`config.mk`:
```
export PLATFORM = sky130hd
export DESIGN_NAME = debug_cmd_sequencer_flat
export DESIGN_NICKNAME = d
export VERILOG_FILES = /design/src/rtl/debug_cmd_sequencer_if.sv /design/src/rtl/debug_cmd_sequencer.sv /design/src/flat_wrapper.sv
export SDC_FILE = /design/constraint.sdc
export NUM_CORES = 1
export LEC_CHECK = 0
export CAP_MARGIN = 20
export CORE_AREA = 3 3 155 157
export CTS_BUF_LIST = sky130_fd_sc_hd__clkbuf_4
export DETAILED_ROUTE_END_ITERATION = 8
export DIE_AREA = 0 0 158 160
export PLACE_DENSITY = 0.76
export REMOVE_ABC_BUFFERS = 1
export SYNTH_ARGS = -nofsm -noshare
export SYNTH_HDL_FRONTEND = slang
export SYNTH_SLANG_ARGS = --single-unit
```
`constraint.sdc`:
```
create_clock -name clk_i -period 7.4 [get_ports clk_i]
set_input_delay 1.48 -clock clk_i [delete_from_list [all_inputs] [get_ports clk_i]]
set_output_delay 1.48 -clock clk_i [all_outputs]
set_load 0.05 [all_outputs]
```
`src/rtl/debug_cmd_sequencer_if.sv`:
```
// rtl/debug_cmd_sequencer_if.sv - UART word channel, imem write port and CPU debug/control bundle
interface debug_cmd_sequencer_if #(
  parameter int NREGS = 32
);
  localparam int RA_W = (NREGS > 1) ? $clog2(NREGS) : 1;

  // UART word-level channel
  logic            rx_valid;
  logic [31:0]     rx_data;
  logic            tx_start;
  logic [31:0]     tx_data;
  logic            tx_done;

  // Instruction-memory write port
  logic            imem_we;
  logic [31:0]     imem_addr;
  logic [31:0]     imem_wdata;

  // CPU control and debug read ports
  logic            cpu_rst;
  logic            cpu_enable;
  logic            cpu_halted;
  logic [31:0]     pc_in;
  logic [RA_W-1:0] dbg_reg_addr;
  logic [31:0]     dbg_reg_data;
  logic [31:0]     dbg_mem_addr;
  logic [31:0]     dbg_mem_data;

  logic            busy;

  // Sequencer side
  modport master (
    input  rx_valid, rx_data, tx_done, cpu_halted, pc_in, dbg_reg_data, dbg_mem_data,
    output tx_start, tx_data, imem_we, imem_addr, imem_wdata, cpu_rst, cpu_enable,
           dbg_reg_addr, dbg_mem_addr, busy
  );

  // UART / CPU / memory side
  modport slave (
    output rx_valid, rx_data, tx_done, cpu_halted, pc_in, dbg_reg_data, dbg_mem_data,
    input  tx_start, tx_data, imem_we, imem_addr, imem_wdata, cpu_rst, cpu_enable,
           dbg_reg_addr, dbg_mem_addr, busy
  );
endinterface

```
`src/rtl/debug_cmd_sequencer.sv`:
```
// rtl/debug_cmd_sequencer.sv - UART command sequencer: imem load, run/step, state dump
module debug_cmd_sequencer #(
  parameter int          IMEM_DEPTH = 256,
  parameter int          NREGS      = 32,   // must match the interface NREGS
  parameter int          DMEM_WORDS = 16,
  parameter logic [31:0] HALT_WORD  = 32'h0000_0000,
  parameter logic [31:0] ERR_WORD   = 32'hFFFF_FFFF
) (
  input  logic                   clk_i,
  input  logic                   rst_i,
  debug_cmd_sequencer_if.master  bus
);

  localparam int          RA_W      = (NREGS > 1) ? $clog2(NREGS) : 1;
  localparam logic [31:0] LAST_ADDR = 32'(IMEM_DEPTH - 1);
  localparam logic [31:0] NREGS_W   = 32'(NREGS);
  localparam logic [31:0] MEM_END   = 32'(NREGS + DMEM_WORDS);      // index of last memory word
  localparam logic [31:0] LAST_IDX  = 32'(NREGS + DMEM_WORDS + 1);  // index of cycle_cnt word

  typedef enum logic [3:0] {
    S_IDLE,
    S_LOAD,
    S_LOAD_FIN,
    S_RUN,
    S_STEP,
    S_STEP_OFF,
    S_D_RD,
    S_D_LATCH,
    S_D_WAIT,
    S_E_LATCH,
    S_E_WAIT
  } state_t;

  state_t          state_q;
  logic            loaded_q;
  logic [31:0]     cycle_cnt_q;
  logic [31:0]     wr_cnt_q;
  logic [31:0]     idx_q;        // dump word index: 0=pc, 1..NREGS=regs, then mem, then cycle_cnt
  logic            tx_start_q;
  logic [31:0]     tx_data_q;
  logic            imem_we_q;
  logic [31:0]     imem_addr_q;
  logic [31:0]     imem_wdata_q;
  logic            cpu_rst_q;
  logic            cpu_enable_q;
  logic [RA_W-1:0] dbg_reg_addr_q;
  logic [31:0]     dbg_mem_addr_q;

  assign bus.tx_start     = tx_start_q;
  assign bus.tx_data      = tx_data_q;
  assign bus.imem_we      = imem_we_q;
  assign bus.imem_addr    = imem_addr_q;
  assign bus.imem_wdata   = imem_wdata_q;
  assign bus.cpu_rst      = cpu_rst_q;
  assign bus.cpu_enable   = cpu_enable_q;
  assign bus.dbg_reg_addr = dbg_reg_addr_q;
  assign bus.dbg_mem_addr = dbg_mem_addr_q;
  assign bus.busy         = (state_q != S_IDLE);

  // Command FSM with all outputs registered; strobes default low every cycle
  always_ff @(posedge clk_i) begin
    if (rst_i) begin
      state_q        <= S_IDLE;
      loaded_q       <= 1'b0;
      cycle_cnt_q    <= '0;
      wr_cnt_q       <= '0;
      idx_q          <= '0;
      tx_start_q     <= 1'b0;
      tx_data_q      <= '0;
      imem_we_q      <= 1'b0;
      imem_addr_q    <= '0;
      imem_wdata_q   <= '0;
      cpu_rst_q      <= 1'b1;
      cpu_enable_q   <= 1'b0;
      dbg_reg_addr_q <= '0;
      dbg_mem_addr_q <= '0;
    end else begin
      imem_we_q  <= 1'b0;
      tx_start_q <= 1'b0;

      // Count enabled CPU cycles, sticking at all-ones
      if (cpu_enable_q && (cycle_cnt_q != '1)) begin
        cycle_cnt_q <= cycle_cnt_q + 32'd1;
      end

      case (state_q)
        S_IDLE: begin
          if (bus.rx_valid) begin
            case (bus.rx_data[7:0])
              8'h01: begin
                state_q   <= S_LOAD;
                cpu_rst_q <= 1'b1;
                loaded_q  <= 1'b0;
                wr_cnt_q  <= '0;
              end
              8'h02:   state_q <= loaded_q ? S_RUN  : S_E_LATCH;
              8'h03:   state_q <= loaded_q ? S_STEP : S_E_LATCH;
              default: state_q <= S_E_LATCH;
            endcase
          end
        end

        S_LOAD: begin
          if (bus.rx_valid) begin
            imem_we_q    <= 1'b1;
            imem_addr_q  <= wr_cnt_q;
            imem_wdata_q <= bus.rx_data;
            wr_cnt_q     <= wr_cnt_q + 32'd1;
            // The terminating word is still written; the top address also ends the load
            if ((bus.rx_data == HALT_WORD) || (wr_cnt_q == LAST_ADDR)) begin
              state_q <= S_LOAD_FIN;
            end
          end
        end

        S_LOAD_FIN: begin
          cpu_rst_q   <= 1'b0;
          loaded_q    <= 1'b1;
          cycle_cnt_q <= '0;
          state_q     <= S_IDLE;
        end

        S_RUN: begin
          // Enable stays up until halted is seen; halted on entry means it never rises
          if (bus.cpu_halted) begin
            cpu_enable_q <= 1'b0;
            idx_q        <= '0;
            state_q      <= S_D_RD;
          end else begin
            cpu_enable_q <= 1'b1;
          end
        end

        S_STEP: begin
          if (bus.cpu_halted) begin
            idx_q   <= '0;
            state_q <= S_D_RD;
          end else begin
            cpu_enable_q <= 1'b1;
            state_q      <= S_STEP_OFF;
          end
        end

        S_STEP_OFF: begin
          cpu_enable_q <= 1'b0;
          idx_q        <= '0;
          state_q      <= S_D_RD;
        end

        // Debug read address was set on entry; read data arrives one cycle later
        S_D_RD: state_q <= S_D_LATCH;

        S_D_LATCH: begin
          if (idx_q == 32'd0) begin
            tx_data_q <= bus.pc_in;
          end else if (idx_q <= NREGS_W) begin
            tx_data_q <= bus.dbg_reg_data;
          end else if (idx_q <= MEM_END) begin
            tx_data_q <= bus.dbg_mem_data;
          end else begin
            tx_data_q <= cycle_cnt_q;
          end
          tx_start_q <= 1'b1;
          state_q    <= S_D_WAIT;
        end

        S_D_WAIT: begin
          if (bus.tx_done) begin
            if (idx_q == LAST_IDX) begin
              state_q <= S_IDLE;
            end else begin
              // Word idx_q+1 reads reg[idx_q] or mem[idx_q-NREGS]
              if (idx_q < NREGS_W) begin
                dbg_reg_addr_q <= idx_q[RA_W-1:0];
              end else if (idx_q < MEM_END) begin
                dbg_mem_addr_q <= idx_q - NREGS_W;
              end
              idx_q   <= idx_q + 32'd1;
              state_q <= S_D_RD;
            end
          end
        end

        S_E_LATCH: begin
          tx_data_q  <= ERR_WORD;
          tx_start_q <= 1'b1;
          state_q    <= S_E_WAIT;
        end

        S_E_WAIT: begin
          if (bus.tx_done) begin
            state_q <= S_IDLE;
          end
        end

        default: state_q <= S_IDLE;
      endcase
    end
  end

endmodule

```
`src/flat_wrapper.sv`:
```
// flat-port wrapper written by rule: the top's interface ports become plain ports
module debug_cmd_sequencer_flat 
#(
  parameter int          IMEM_DEPTH = 256,
  parameter int          NREGS      = 32,                                    
  parameter int          DMEM_WORDS = 16,
  parameter logic [31:0] HALT_WORD  = 32'h0000_0000,
  parameter logic [31:0] ERR_WORD   = 32'hFFFF_FFFF
)
  (clk_i, rst_i, bus_rx_valid, bus_rx_data, bus_tx_done, bus_cpu_halted, bus_pc_in, bus_dbg_reg_data, bus_dbg_mem_data, bus_tx_start, bus_tx_data, bus_imem_we, bus_imem_addr, bus_imem_wdata, bus_cpu_rst, bus_cpu_enable, bus_dbg_reg_addr, bus_dbg_mem_addr, bus_busy);
  debug_cmd_sequencer_if #(.NREGS(NREGS)) bus_i ();
  input  logic clk_i;
  input  logic rst_i;
  input wire logic [$bits(bus_i.rx_valid)-1:0] bus_rx_valid;
  input wire logic [$bits(bus_i.rx_data)-1:0] bus_rx_data;
  input wire logic [$bits(bus_i.tx_done)-1:0] bus_tx_done;
  input wire logic [$bits(bus_i.cpu_halted)-1:0] bus_cpu_halted;
  input wire logic [$bits(bus_i.pc_in)-1:0] bus_pc_in;
  input wire logic [$bits(bus_i.dbg_reg_data)-1:0] bus_dbg_reg_data;
  input wire logic [$bits(bus_i.dbg_mem_data)-1:0] bus_dbg_mem_data;
  output wire logic [$bits(bus_i.tx_start)-1:0] bus_tx_start;
  output wire logic [$bits(bus_i.tx_data)-1:0] bus_tx_data;
  output wire logic [$bits(bus_i.imem_we)-1:0] bus_imem_we;
  output wire logic [$bits(bus_i.imem_addr)-1:0] bus_imem_addr;
  output wire logic [$bits(bus_i.imem_wdata)-1:0] bus_imem_wdata;
  output wire logic [$bits(bus_i.cpu_rst)-1:0] bus_cpu_rst;
  output wire logic [$bits(bus_i.cpu_enable)-1:0] bus_cpu_enable;
  output wire logic [$bits(bus_i.dbg_reg_addr)-1:0] bus_dbg_reg_addr;
  output wire logic [$bits(bus_i.dbg_mem_addr)-1:0] bus_dbg_mem_addr;
  output wire logic [$bits(bus_i.busy)-1:0] bus_busy;
  assign bus_i.rx_valid = bus_rx_valid;
  assign bus_i.rx_data = bus_rx_data;
  assign bus_i.tx_done = bus_tx_done;
  assign bus_i.cpu_halted = bus_cpu_halted;
  assign bus_i.pc_in = bus_pc_in;
  assign bus_i.dbg_reg_data = bus_dbg_reg_data;
  assign bus_i.dbg_mem_data = bus_dbg_mem_data;
  assign bus_tx_start = bus_i.tx_start;
  assign bus_tx_data = bus_i.tx_data;
  assign bus_imem_we = bus_i.imem_we;
  assign bus_imem_addr = bus_i.imem_addr;
  assign bus_imem_wdata = bus_i.imem_wdata;
  assign bus_cpu_rst = bus_i.cpu_rst;
  assign bus_cpu_enable = bus_i.cpu_enable;
  assign bus_dbg_reg_addr = bus_i.dbg_reg_addr;
  assign bus_dbg_mem_addr = bus_i.dbg_mem_addr;
  assign bus_busy = bus_i.busy;
  debug_cmd_sequencer #(.IMEM_DEPTH(IMEM_DEPTH), .NREGS(NREGS), .DMEM_WORDS(DMEM_WORDS), .HALT_WORD(HALT_WORD), .ERR_WORD(ERR_WORD)) u_core (.clk_i(clk_i), .rst_i(rst_i), .bus(bus_i));
endmodule
```
==> flow_summary_export.csv <==
group,metric,value,unit
clocking,cts_tree,"built",
setup_path,crit_type,"reg2out",
sta,fmax,0.247,GHz
die,io-pin-count,271,
routing,post_drt_wl_per_cell,16.2,µm
final_layout,fill_cells,2013,
power,p_per_area,227,nW/µm²
job,drv_cap,0,
sta,maxSlewViolCount,0,
status,status,"finished, final reports clean",
final_layout,synthToLayoutAreaGrowth,31.1,%
routing,firstDrtPassIters,5,
yosys,synth-seq-cells,238,
grt,antenna_found_initial,2,
routing,via_per_inst,5.73,
clocking,cts_buffers,60,
yosys,synth_area_leaders,"dfxtp_1 42%, nand2_1 8.6%, a21oi_1 5.4%, clkbuf_1 3.2%, nor2_1 3.1%",
sta,rsz0062_at_grt,"false",
final_layout,final_common_cell,"clkdlybuf4s50_1",
setup_path,crit_path_end_kind,"output port",
final_layout,multi_input_area,5900,µm²
clocking,clk_path_buf_depth,3,
yosys,async_reset_ff_frac,0,
clocking,cts-resized-gates,0,
routing,vias,11416,
sta,slew_headroom,0.362,
yosys,synth.largest_area_cell,"dfxtp_1",
power,p_leak,5.12,nW
final_layout,layout.nets,1803,
grt,gr-total-overflow,0,
grt,use_met2,0.413,
routing,antenna_left,0,
grt,grt_pass1_vias,10672,
routing,wirelength,32400,µm
sta,setup_tns,0,ns
place,dp_hpwl,22200,µm
die,core,22600,µm²
setup_path,worstPathArrival,2.57,ns
grt,met1_usage,0.309,
sta,fin_crit,4.05,ns
yosys,synth_cell_types,55,
yosys,synth_ff_type,"dfxtp_1",
power,peakVddDrop,0.0940,mV
clocking,clock_latency,0.67,ns
place,finalWeightedCongestion,0.854,
yosys,netlist_area,11300,µm²
clocking,clk_pin_slew,0.07,ns
routing,drt_iter0_drc,726,
final_layout,seqCellArea,4770,µm²
die,row_count,55,
yosys,yosys_warnings,0,
clocking,cts-hold-fix-buffers,0,
setup_path,cp_max_fo,17,
yosys,synth.avg_cell_area,7.91,µm²
yosys,yosysSeqAreaShare,0.423,
clocking,htreeDepth,2,
die,dieArea,25300,µm²
sta,fin_hold_ws,0.452,ns
die,die_h,160,µm
sta,fin_worst_skew,0.0151,ns
grt,grt_start_max_net_pins,77,
setup_path,critPathRequiredTime,5.92,ns
die,die-width,158,µm
final_layout,fin_util,0.653,
sta,final_hold_viol_count,0,
sta,finalSetupViolations,0,
grt,grt-busiest-layer,"met2",
worst_hold_path,hold_depth,2,
yosys,synthCells,1425,
routing,drc_errors,0,
final_layout,layout_common_cells,"269 x clkdlybuf4s50_1, 256 x nand2_1, 237 x dfxtp_1, 120 x a21oi_1, 91 x nor2_1",
sta,fin_crit_sh,0.548,
sta,tightestPinTransition,0.955,ns
grt,grt_usage,0.246,
final_layout,drive_gt1_frac,0.0796,
grt,grt_pass1_wl,52200,µm
clocking,cts_root_buffer,"clkbuf_4",
die,start_util,0.498,
setup_path,r2r_cells,5,
yosys,synth_edf_count,0,
place,port-buffer-count,270,
clocking,postCtsSetupRepairBufs,0,
setup_path,cp-start-kind,"flip-flop",
clocking,cts_sinks,238,
yosys,synth_top_cell_area_share,0.423,
worst_hold_path,worstHoldPathType,"reg2reg",
grt,grt_use_met3,0.0759,
[cells in the mapped netlist, drive strengths merged, types with 7 or more instances]
cell type / instances
nand3: 48
nand2b: 7
and2: 23
o311ai: 8
buf: 11
a32oi: 32
nor3: 13
clkbuf: 97
or4: 27
dfxtp: 238
nor2: 92
and4: 10
a311oi: 36
o21ai: 69
nand2: 257
mux2i: 16
and3: 23
nand4: 27
o21a: 16
nor4: 26
or3: 29
inv: 53
xnor2: 16
o22ai: 32
ha: 7
a21oi: 121
o211ai: 25
[kinds of logic after synthesis]
group                    synth area share
AO/OA/AOI/OAI                       0.214
buffers and inverters              0.0565
adder cells (fa/ha/maj)           0.00777
flip-flops                          0.423
AND/OR/NAND/NOR                     0.267
multiplexers                       0.0189
XOR/XNOR                           0.0132
[power breakdown]
part	switching (mW)	total [mW]	internal (mW)
Combinational	0.546	0.851	0.306
Clock	0.520	1.08	0.563
Sequential	0.0767	1.42	1.34
[metrics by stage]
stage                     setup slack (ns)  cell area (µm²)  cells  total power, mW
after floorplan                       2.59            10800   1317             1.96
after global placement                3.51            14000   1885             2.29
after detailed placement              3.37            14000   1885             2.30
after CTS                             3.29            14800   1992             3.39
after global routing                  3.23            14800   1994             3.54
final                                 3.35            14800   1994             3.36
[worst max-delay path: stages (launching register included)]
cell and delay, ns:
dfxtp_1 0.50, or4_4 0.63, clkdlybuf4s50_1 0.78
[registers in the layout (all words and copies together) (netlist names), 4 cells and up]
name	count
u_core.bus.imem_wdata	32
u_core.bus.imem_addr	32
u_core.bus.dbg_reg_addr	5
u_core.idx_q	32
u_core.cycle_cnt_q	32
u_core.bus.dbg_mem_addr	32
u_core.state_q	4
u_core.bus.tx_data	32
u_core.wr_cnt_q	32
[final cells by class]
| type | count | share of cell area |
|---|---|---|
| antenna | 1 | 0.000169 |
| clock buffer | 85 | 0.0432 |
| clock inverter | 22 | 0.00753 |
| inverter | 53 | 0.0135 |
| multi-input combinational | 1026 | 0.399 |
| sequential | 238 | 0.322 |
| tap | 285 | 0.0241 |
| timing repair buffer | 284 | 0.190 |
[final timing paths]
kind	endpoint	slack, ns	startpoint
worst max register to register	u_core.idx_q[18]$_SDFFE_PP0P_	4.62	u_core.state_q[3]$_SDFFE_PP0P_
worst min register to register	u_core.bus.imem_addr[4]$_SDFFE_PP0P_	0.45	u_core.bus.imem_addr[4]$_SDFFE_PP0P_
worst max-delay path	bus_busy	3.35	u_core.state_q[1]$_SDFFE_PP0P_
worst min-delay path	u_core.bus.imem_addr[4]$_SDFFE_PP0P_	0.45	u_core.bus.imem_addr[4]$_SDFFE_PP0P_
[routing by layer]
layer  wire (µm)  share of wire
met2       15200           0.47
met4         456          0.014
met3        2910          0.090
met5          16        0.00049
met1       13800           0.43
No activity file was read; power rests on OpenSTA's default activity.
